$ cat src/rtl/code_detector.sv
// code_detector: four-button combination lock with a single 7-segment readout.
// Collects four button presses and compares them against CODE0..CODE3.
// The digit shows progress 0..3, then "U" (unlocked) or "E" (error).
// Optional build macro AUTO_CLEAR_EN: OPEN/ERROR return to IDLE after
// CLEAR_CYCLES clock cycles. Without it they hold until buttonReset.
module code_detector #(
  parameter logic [1:0]  CODE0        = 2'd0,
  parameter logic [1:0]  CODE1        = 2'd2,
  parameter logic [1:0]  CODE2        = 2'd2,
  parameter logic [1:0]  CODE3        = 2'd3,
  parameter logic [31:0] CLEAR_CYCLES = 32'd100
) (
  input  logic       clk,
  input  logic       buttonReset,
  input  logic       buttonTop,
  input  logic       buttonDown,
  input  logic       buttonLeft,
  input  logic       buttonRight,
  output logic [6:0] SSG_D
);

  typedef enum logic [2:0] {
    ST_IDLE  = 3'd0,
    ST_P1    = 3'd1,
    ST_P2    = 3'd2,
    ST_P3    = 3'd3,
    ST_OPEN  = 3'd4,
    ST_ERROR = 3'd5
  } state_t;

  localparam logic [6:0] SEG_0 = 7'b1000000;
  localparam logic [6:0] SEG_1 = 7'b1111001;
  localparam logic [6:0] SEG_2 = 7'b0100100;
  localparam logic [6:0] SEG_3 = 7'b0110000;
  localparam logic [6:0] SEG_U = 7'b1000001;
  localparam logic [6:0] SEG_E = 7'b0000110;

  state_t     state;
  state_t     state_next;
  logic       mismatch;
  logic       mismatch_next;

  // Bit index equals the symbol encoding: 0=Top, 1=Down, 2=Left, 3=Right.
  logic [3:0] buttons;
  logic [3:0] prev;
  logic [3:0] press;
  logic       press_any;
  logic       press_multi;
  logic [1:0] symbol;
  logic [1:0] expected_sym;
  logic       sym_bad;

`ifdef AUTO_CLEAR_EN
  logic [31:0] hold_cnt;
  logic [31:0] hold_cnt_next;
`endif

  assign buttons     = {buttonRight, buttonLeft, buttonDown, buttonTop};
  assign press       = buttons & ~prev;
  assign press_any   = |press;
  // More than one bit set: clearing the lowest set bit leaves something.
  assign press_multi = (press & (press - 4'd1)) != 4'd0;
  // A simultaneous press can never match a single code symbol.
  assign sym_bad     = press_multi | (symbol != expected_sym);

  // Previous button levels; during reset this also captures held buttons so
  // their release after reset is not mistaken for a fresh press.
  always_ff @(posedge clk) begin
    prev <= buttons;
  end

  // Encode the pressed button into its symbol (only meaningful for one press).
  always_comb begin
    symbol = 2'd0;
    if (press[3])      symbol = 2'd3;
    else if (press[2]) symbol = 2'd2;
    else if (press[1]) symbol = 2'd1;
    else               symbol = 2'd0;
  end

  // Select the code symbol that the press leaving the current state must match.
  always_comb begin
    expected_sym = CODE0;
    case (state)
      ST_IDLE: expected_sym = CODE0;
      ST_P1:   expected_sym = CODE1;
      ST_P2:   expected_sym = CODE2;
      ST_P3:   expected_sym = CODE3;
      default: expected_sym = CODE0;
    endcase
  end

  // Next-state logic: one state per press, sticky mismatch, verdict on 4th press.
  always_comb begin
    state_next    = state;
    mismatch_next = mismatch;
`ifdef AUTO_CLEAR_EN
    hold_cnt_next = hold_cnt;
`endif
    case (state)
      ST_IDLE: begin
        // A fresh entry starts with a clean flag, whatever the previous result.
        if (press_any) begin
          mismatch_next = sym_bad;
          state_next    = ST_P1;
        end
      end
      ST_P1: begin
        if (press_any) begin
          mismatch_next = mismatch | sym_bad;
          state_next    = ST_P2;
        end
      end
      ST_P2: begin
        if (press_any) begin
          mismatch_next = mismatch | sym_bad;
          state_next    = ST_P3;
        end
      end
      ST_P3: begin
        if (press_any) begin
          mismatch_next = mismatch | sym_bad;
          state_next    = (mismatch | sym_bad) ? ST_ERROR : ST_OPEN;
`ifdef AUTO_CLEAR_EN
          hold_cnt_next = CLEAR_CYCLES;
`endif
        end
      end
      ST_OPEN, ST_ERROR: begin
        // Presses are ignored here; only the hold timer (if built) or reset leaves.
`ifdef AUTO_CLEAR_EN
        if (hold_cnt <= 32'd1) begin
          hold_cnt_next = 32'd0;
          state_next    = ST_IDLE;
        end else begin
          hold_cnt_next = hold_cnt - 32'd1;
        end
`endif
      end
      default: begin
        state_next    = ST_IDLE;
        mismatch_next = 1'b0;
      end
    endcase
  end

  // State, mismatch flag and hold counter registers with synchronous reset.
  always_ff @(posedge clk) begin
    if (buttonReset) begin
      state    <= ST_IDLE;
      mismatch <= 1'b0;
`ifdef AUTO_CLEAR_EN
      hold_cnt <= 32'd0;
`endif
    end else begin
      state    <= state_next;
      mismatch <= mismatch_next;
`ifdef AUTO_CLEAR_EN
      hold_cnt <= hold_cnt_next;
`endif
    end
  end

  // Active-low 7-segment decode of the state register.
  always_comb begin
    SSG_D = SEG_0;
    case (state)
      ST_IDLE:  SSG_D = SEG_0;
      ST_P1:    SSG_D = SEG_1;
      ST_P2:    SSG_D = SEG_2;
      ST_P3:    SSG_D = SEG_3;
      ST_OPEN:  SSG_D = SEG_U;
      ST_ERROR: SSG_D = SEG_E;
      default:  SSG_D = SEG_0;
    endcase
  end

endmodule

$ cat config.mk
export PLATFORM = sky130hd
export DESIGN_NAME = code_detector
export DESIGN_NICKNAME = d
export VERILOG_FILES = /design/src/rtl/code_detector.sv
export SDC_FILE = /design/constraint.sdc
export NUM_CORES = 1
export LEC_CHECK = 0
export ABC_AREA = 1
export CAP_MARGIN = 15
export CORE_AREA = 2 2 39 41
export DETAILED_ROUTE_END_ITERATION = 12
export DIE_AREA = 0 0 41 43
export PLACE_DENSITY = 0.68
export REMOVE_ABC_BUFFERS = 1
export SLEW_MARGIN = 20
export SYNTH_ARGS = -nofsm -noshare
export SYNTH_HDL_FRONTEND = slang
export SYNTH_SLANG_ARGS = --single-unit
$ cat constraint.sdc
create_clock -name clk -period 2.7 [get_ports clk]
set_input_delay 0.27 -clock clk [delete_from_list [all_inputs] [get_ports clk]]
set_output_delay 0.27 -clock clk [all_outputs]
set_load 0.05 [all_outputs]
Word-level counts from Yosys, hierarchy flattened

Cells that the tools add are included.
Widths: inputs -> output; s select.

Register bits: 8
Bits in latches: 0
Bits in writable memories: 0
Bits in read-only memories: 0
Input bits: 6
Output and inout port bits: 7
Word-level logic and storage cells: 43
Memories kept: 0

Add/sub/neg operators: 1
Multipliers: 0
Div/mod/pow operators: 0
Magnitude comparators: 0
Eq/ne operators: 11
Shifts and indexed selects: 0
Multiplexer cells: 14
Bitwise logic cells: 6
Reduce and logical (&&, ||, !) cells: 8

Operators with widths:

| kind                | count |
|---|---|
| $pmux 7 s5          | 1 |
| $pmux 3 s5          | 1 |
| $mux 3              | 4 |
| $and 4x4->4         | 2 |
| $ne 2x2->1 const B  | 4 |
| $eq 3x2->1 const B  | 2 |
| $eq 3x3->1 const B  | 2 |
| $reduce_and 5->1    | 1 |
| $mux 1              | 4 |
| $mux 2              | 2 |
| $not 4->4           | 1 |
| $pmux 2 s2          | 1 |
| $reduce_bool 4->1   | 1 |
| $reduce_or 2->1     | 2 |
| $reduce_or 4->1     | 1 |
| $sub 4x1->4 const B | 1 |
| $eq 3x1->1 const B  | 1 |
| $logic_not 3->1     | 1 |
| $pmux 1 s3          | 1 |
| $reduce_and 3->1    | 1 |
| $reduce_or 3->1     | 1 |
| $ne 2x1->1 const B  | 1 |
| $ne 2x2->1          | 1 |
| $or 1x1->1          | 2 |
| $not 1->1           | 1 |

Depth between registers and ports, before layout

Gate-level depths: netlist of the first run.

Depth after elaboration: 11
Depth in mapped cells: 11
Gate-level depth less buffers: 11

Least setup slack after synthesis of the first run

Ideal clock, no wire load.

Path kind: reg-to-output
From: register state[2]
To: output SSG_D[0]
Arrival time: 1.918 ns
Required time: 2.430 ns
Slack: 0.512 ns
Stages on the path, launching flop included: 8
Buffers on the path: 0
Cell sequence: dfxtp_1 inv_2 nand2_2 nor2_2 inv_1 nand2_1 inv_1 nor2_1

Cells in the longest elaborated chain, start to end: 2
Elaborated cells on any way between the ends: 6
Classes of those cells: eq/ne: 5; mux: 1

RTL lines:

| what                                     | RTL line | RTL |
|---|---|---|
| from (decl)                              | 38       | `state_t state;` |
| from (signal assigned)                   | 156      | `state <= state_next;` |
| $eq 3x3->1, or another cell as far along | 167      | `case (state)` |
| $pmux 7 s5 (*)                           | 167      |  |
| to (decl)                                | 19       | `output logic [6:0] SSG_D` |

Mark *: on every way between the ends. The rest lies on a longest branch, timed or not.

Worst setup path in the final report of the first run

Ends and elaborated chain as after synthesis.

==> reports/metrics.cfg, run 1 <==
[layout]
antenna_cells=0
finalNetCount=117
layout_common_cells=30 x nand2_1, 14 x inv_1, 12 x clkdlybuf4s50_1
drive_gt1_frac=0.151
syn2layout_area_growth_pct=29.5
layout_commonest_cell=nand2_1

[power]
peakVddDrop_mv=0.224
total_leakage_power_nw=0.363
p_per_area_mw_per_mm2=589
fin_total_pwr_w=0.000421

[worst_hold_path]
holdPathEnd=mismatch
min_from=mismatch
hold_class=flop to flop
hold_depth=2

[global_routing]
grt_max_degree=9
grt_pass1_wl_um=1770
grt.overflow.total=0
grt_pass1_vias=459
grtUsageTotal=0.149
antenna_found_initial=0

[synth]
yosysWarnings=0
netlist_instances=91
synthXorXnorAreaFrac=0
synth.avg_cell_area_sq_um=6.06
yosys.area_share.simple=0.392
synth_top_family_by_area=simple AND/OR/NAND/NOR gates
ys_seq_area_frac=0.290
synth_mux_area_frac=0
synth_cell_types=17
synth-seq-cells=8
synthAdderAreaFrac=0.0680
synthesis.area_sq_um=552
synth_compound_area_frac=0.120

[sta]
fin_worst_skew_ns=0.00592
finalHoldViolCount=0
period_share=0.919
slew_headroom=0.666
report.final.slew_viol_count=0
setup_viol=0
finalSetupTns_ns=0
post-route-min-period_ns=2.48
fmax_mhz=403
worstMarginPinSlew_ns=0.499
rsz0062_at_grt=false

[routing]
drt-vias-per-instance=4.51
drtIter0Drc=7
wirelength_um=1020
wl_per_cell_um=8.34
num_vias=550
drc=0
drtAntennaViolNets=0
drtPass1Iterations=2

[clocking]
clk_path_buf_depth=2
cts.sinks=8
cts.repair.resized=0
cts_buffers=3
cts_tree=yes
path_clk_slew_ns=0.06
hold_buffers=0
clkLatencyLatePin_ns=0.25
post_cts_buffers=0
htree_levels=1
cts_root_buf=clkbuf_4

[critical_path]
crit_chain=inv_2 -> ha_1 -> inv_1 -> nand2_1 -> inv_1 -> nor2_1 -> clkdlybuf4s50_1
cp_slowest_cell=clkdlybuf4s50_1
cp.required_ns=2.43
cpMostUsedCell=inv_1
reg2reg_setup_slack_ns=1.27
reg2reg_depth=7
worst_r2r_startpoint=state[2]
end_kind=output port
worst_setup_path_start_kind=flop
crit_path_max_incr_delay_ns=0.80
crit_arrival_ns=2.21
worstReg2RegEnd=mismatch
cp_max_fo=8
crit_type=flop to output port

[die]
io_pins=13
die_w_um=41
rows=14
dieArea_sq_mm=0.00176
die_y_um=43
fp.coreArea_sq_mm=0.00138
initial_core_util=0.399

[placed_design]
routabilityCongestion=0.775
portBuffers=12
hpwl_um=843

[job]
max-cap-violations=0

[outcome]
status=completed

[sequential cells by signal, indices dropped and copies added, names as in the netlist]
register,count
mismatch,1
prev,4
state,3
[kinds of logic after synthesis]
group           Yosys count
compound gates           11
fa+ha+maj                 3
buf+inv                  19
flops                     8
simple gates             50
[layer usage]
| metal | global-route usage | vias up | routed length [um] |
|---|---|---|---|
| met2 | 0.200 | 6 | 482 |
| li1 | - | 310 | - |
| met4 | 0.0600 | 0 | 0 |
| met3 | 0.0785 | 0 | 30 |
| met5 | 0 | - | 0 |
| met1 | 0.193 | 234 | 506 |
[report_power, final]
part / total (W) / internal (W) / leakage [nW] / switching (W)
Sequential: 0.000144 / 0.000130 / 0.0667 / 0.0000145
Combinational: 0.000186 / 0.0000700 / 0.283 / 0.000116
Clock: 0.0000902 / 0.0000508 / 0.0138 / 0.0000394
[synth_stat cells]
library cell	n	area share
nand3_2	1	0.018
nand2_2	2	0.023
or2_4	1	0.016
nor2_1	9	0.061
dfxtp_1	8	0.29
nand2_1	30	0.20
nand3_1	4	0.036
inv_1	14	0.095
inv_2	5	0.034
o21ai_2	2	0.032
ha_1	3	0.068
o21ai_1	2	0.018
nand4_1	1	0.011
a21oi_1	6	0.054
or2_1	1	0.011
nor2_2	1	0.011
a21oi_2	1	0.016
[metrics by stage]
step	util	hold slack, ns	cell area, sq um	setup WS (ns)	cells
floorplan	-	0.298	552	0.512	91
global placement	0.500	0.451	692	0.504	119
detailed placement	0.500	0.461	692	0.478	119
CTS	0.516	0.469	714	0.200	122
global route	0.516	0.492	714	0.0790	122
finish	0.516	0.469	714	0.218	122
[worst max-delay path, delay by kind of cell (launching register included)]
family	cells	cell delay, ns
DFF	1	0.47
adders and majority gates	1	0.31
and+or+nand+nor	2	0.13
buffers and inverters	4	1.04
[area by class of cell]
class | instances | area (sq um)
clock buffer | 3 | 22.5
fill | 143 | 669
inverter | 19 | 71.3
multi-input combinational | 64 | 320
sequential | 8 | 160
tap | 16 | 20.0
timing repair buffer | 12 | 120
[worst max-delay path by stage]
| stage | start | end | slack, ns | cells after the start |
|---|---|---|---|---|
| floorplan | state[2] | SSG_D[0] | 0.51 | 7 |
| global placement | state[1] | SSG_D[0] | 0.50 | 7 |
| detailed placement | state[1] | SSG_D[0] | 0.48 | 7 |
| CTS | state[1] | SSG_D[0] | 0.20 | 7 |
| global route | state[2] | SSG_D[0] | 0.08 | 7 |
| finish | state[2] | SSG_D[0] | 0.22 | 7 |
No activity file was read; power rests on OpenSTA's default activity.
==> run 2, diff against run 1 <==
--- a/config.mk
+++ b/config.mk
@@ -5,7 +5,6 @@
 export SDC_FILE = /design/constraint.sdc
 export NUM_CORES = 1
 export LEC_CHECK = 0
-export ABC_AREA = 1
 export CAP_MARGIN = 15
 export CORE_AREA = 2 2 39 41
 export DETAILED_ROUTE_END_ITERATION = 12
==> reports/metrics.cfg, run 2 <==
[worst_hold_path]
min_from=mismatch
holdPathEnd=mismatch
hold_depth=2
hold_class=flop to flop

[sta]
finalSetupTns_ns=0
slew_headroom=0.667
report.final.slew_viol_count=0
post-route-min-period_ns=2.48
fin_worst_skew_ns=0.00405
period_share=0.918
fmax_mhz=403
setup_viol=0
finalHoldViolCount=0
worstMarginPinSlew_ns=0.499
rsz0062_at_grt=false
fin_ws_ns=0.221

[synth]
yosysMostFrequentCell=nor2_1
async_flop_share=0
synth-seq-cells=8
synth_flop_cell=dfxtp_1
yosysWarnings=0
synth.top_cell.area_share=0.296
synth.area.top_cells=dfxtp_1 30%, nor2_1 8.3%, ha_1 6.9%, nor2b_1 6.9%, a21oi_1 6.5%
synthesis.area_sq_um=542
synth_common_cells=12 x nor2_1, 8 x dfxtp_1, 7 x a21oi_1
ys_seq_area_frac=0.296
yosysTopAreaCell=dfxtp_1
synth_edf_count=0
synth.avg_cell_area_sq_um=7.97
synth_cell_types=28
netlist_instances=68

[clocking]
clkLatencyLatePin_ns=0.25
post_cts_buffers=0
cts_buffers=3
htree_levels=1
path_clk_slew_ns=0.05
clk_path_buf_depth=2
cts_root_buf=clkbuf_4
cts.sinks=8
cts_tree=yes

[critical_path]
cpMostUsedCell=inv_1
cp_max_fo=11
cp.required_ns=2.43
crit_arrival_ns=2.21
cp_top_family=buffers and inverters
worstReg2RegEnd=state[0]
crit_buf_inv=3
crit_path_max_incr_delay_ns=0.80
reg2reg_depth=6
crit_chain=inv_1 -> ha_1 -> inv_1 -> nor2_1 -> clkdlybuf4s50_1
worst_r2r_startpoint=state[2]
crit_type=flop to output port
cp_slowest_cell=clkdlybuf4s50_1
worst_setup_path_start_kind=flop
reg2reg_setup_slack_ns=1.03
end_kind=output port

[placed_design]
placed_cell_area_sq_um=649
portBuffers=12
hpwl_um=866
pre_cts_ws_ns=0.429
routabilityCongestion=0.735

[layout]
largest_reg_flops=4
layout_common_cells=12 x nor2_1, 10 x clkdlybuf4s50_1, 8 x dfxtp_1
layout_commonest_cell=nor2_1
postLayoutCellArea_sq_um=674
syn2layout_area_growth_pct=24.5
final_util=0.487
drive_gt1_frac=0.0750
regMostFlops=prev
top_regs=prev (4), state (3), mismatch (1)
antenna_cells=0
finalNetCount=91

[outcome]
status=completed

[routing]
num_vias=495
drt-vias-per-instance=5.16
wirelength_um=1030
drtIter0Drc=2
drtAntennaViolNets=0
wl_per_cell_um=10.8
drtPass1Iterations=2
drc=0

[power]
fin_total_pwr_w=0.000695
peakVddDrop_mv=0.385
total_leakage_power_nw=0.271
p_per_area_mw_per_mm2=1030

[die]
rows=14
initial_core_util=0.392
die_y_um=43
die_w_um=41
fp.coreArea_sq_mm=0.00138
io_pins=13
dieArea_sq_mm=0.00176

[global_routing]
grt_pass1_vias=460
grt_pass1_wl_um=1870
antenna_found_initial=0
grt_max_degree=12
grtUsageTotal=0.158
grt.overflow.total=0

[job]
max-cap-violations=0

[run 2: cell types whose count changed in the layout (fill, tap and decap cells not counted), moves of 2 or more]
cell             change
o21ai_2              -2
inv_1               -12
nand2_2              -2
nand2b_1             +2
clkdlybuf4s50_1      -2
nor2_1               +3
or3_1                +2
nand2_1             -28
nor3_1               +3
nor2b_1              +6
nand3_1              -4
xnor2_1              +2
inv_2                -4
[run 2: area by class of cell]
class                           instances  area (sq um)
Multi-Input combinational cell         54           340
Tap cell                               16          20.0
Timing Repair Buffer                   12           120
Clock buffer                            3          22.5
Sequential cell                         8           160
Inverter                                3          11.3
Fill cell                             151           709
[run 2: per-layer routing]
| layer | GRT usage | routed length [um] | vias to the layer above |
|---|---|---|---|
| met4 | 0.100 | 5 | 0 |
| met2 | 0.266 | 552 | 12 |
| met1 | 0.167 | 424 | 219 |
| met5 | 0 | 0 | - |
| met3 | 0.0314 | 52 | 2 |
| li1 | - | - | 262 |
[run 2: stage by stage]
step                instances  hold slack, ns
detailed placement         93           0.485
CTS                        96           0.476
floorplan                  65           0.298
global route               96           0.503
global placement           93           0.475
finish                     96           0.485
[run 2: power by group]
group | switching [W] | leakage [nW] | internal, W | total [W]
registers | 0.0000404 | 0.0667 | 0.000142 | 0.000183
logic | 0.000269 | 0.190 | 0.000156 | 0.000425
clock network | 0.0000373 | 0.0138 | 0.0000506 | 0.0000879
total | 0.000346 | 0.271 | 0.000349 | 0.000695
[run 2: logic make-up after synthesis]
logic type      synth area share
fa+ha+maj                 0.0693
compound gates             0.194
flops                      0.296
buf+inv                   0.0762
xor+xnor                  0.0485
simple gates               0.316
[run 2: worst max path at each step]
stage | endpoint | cells past startpoint | startpoint | slack (ns)
2_1_floorplan | SSG_D[0] | 5 | state[2] | 0.40
3_3_place_gp | SSG_D[4] | 5 | state[2] | 0.48
3_5_place_dp | SSG_D[4] | 5 | state[2] | 0.43
4_1_cts | SSG_D[4] | 5 | state[2] | 0.14
5_1_grt | SSG_D[2] | 5 | state[2] | 0.04
6_report | SSG_D[2] | 5 | state[2] | 0.22
[run 2: what timing repair did]
action | 4_1_cts | 5_1_grt
hold buffers | 0 | 0
setup endpoints to repair | 0 | 1
endpoints found under the hold margin | 0 | 0
resized for setup | 0 | 1
[run 2: worst reg2reg max path: stages (launching register included)]
cell and delay (ns):
dfxtp_1 0.50, inv_1 0.17, ha_1 0.25, nor2_1 0.16
or3_1 0.15, nor2_1 0.05, a221o_1 0.29
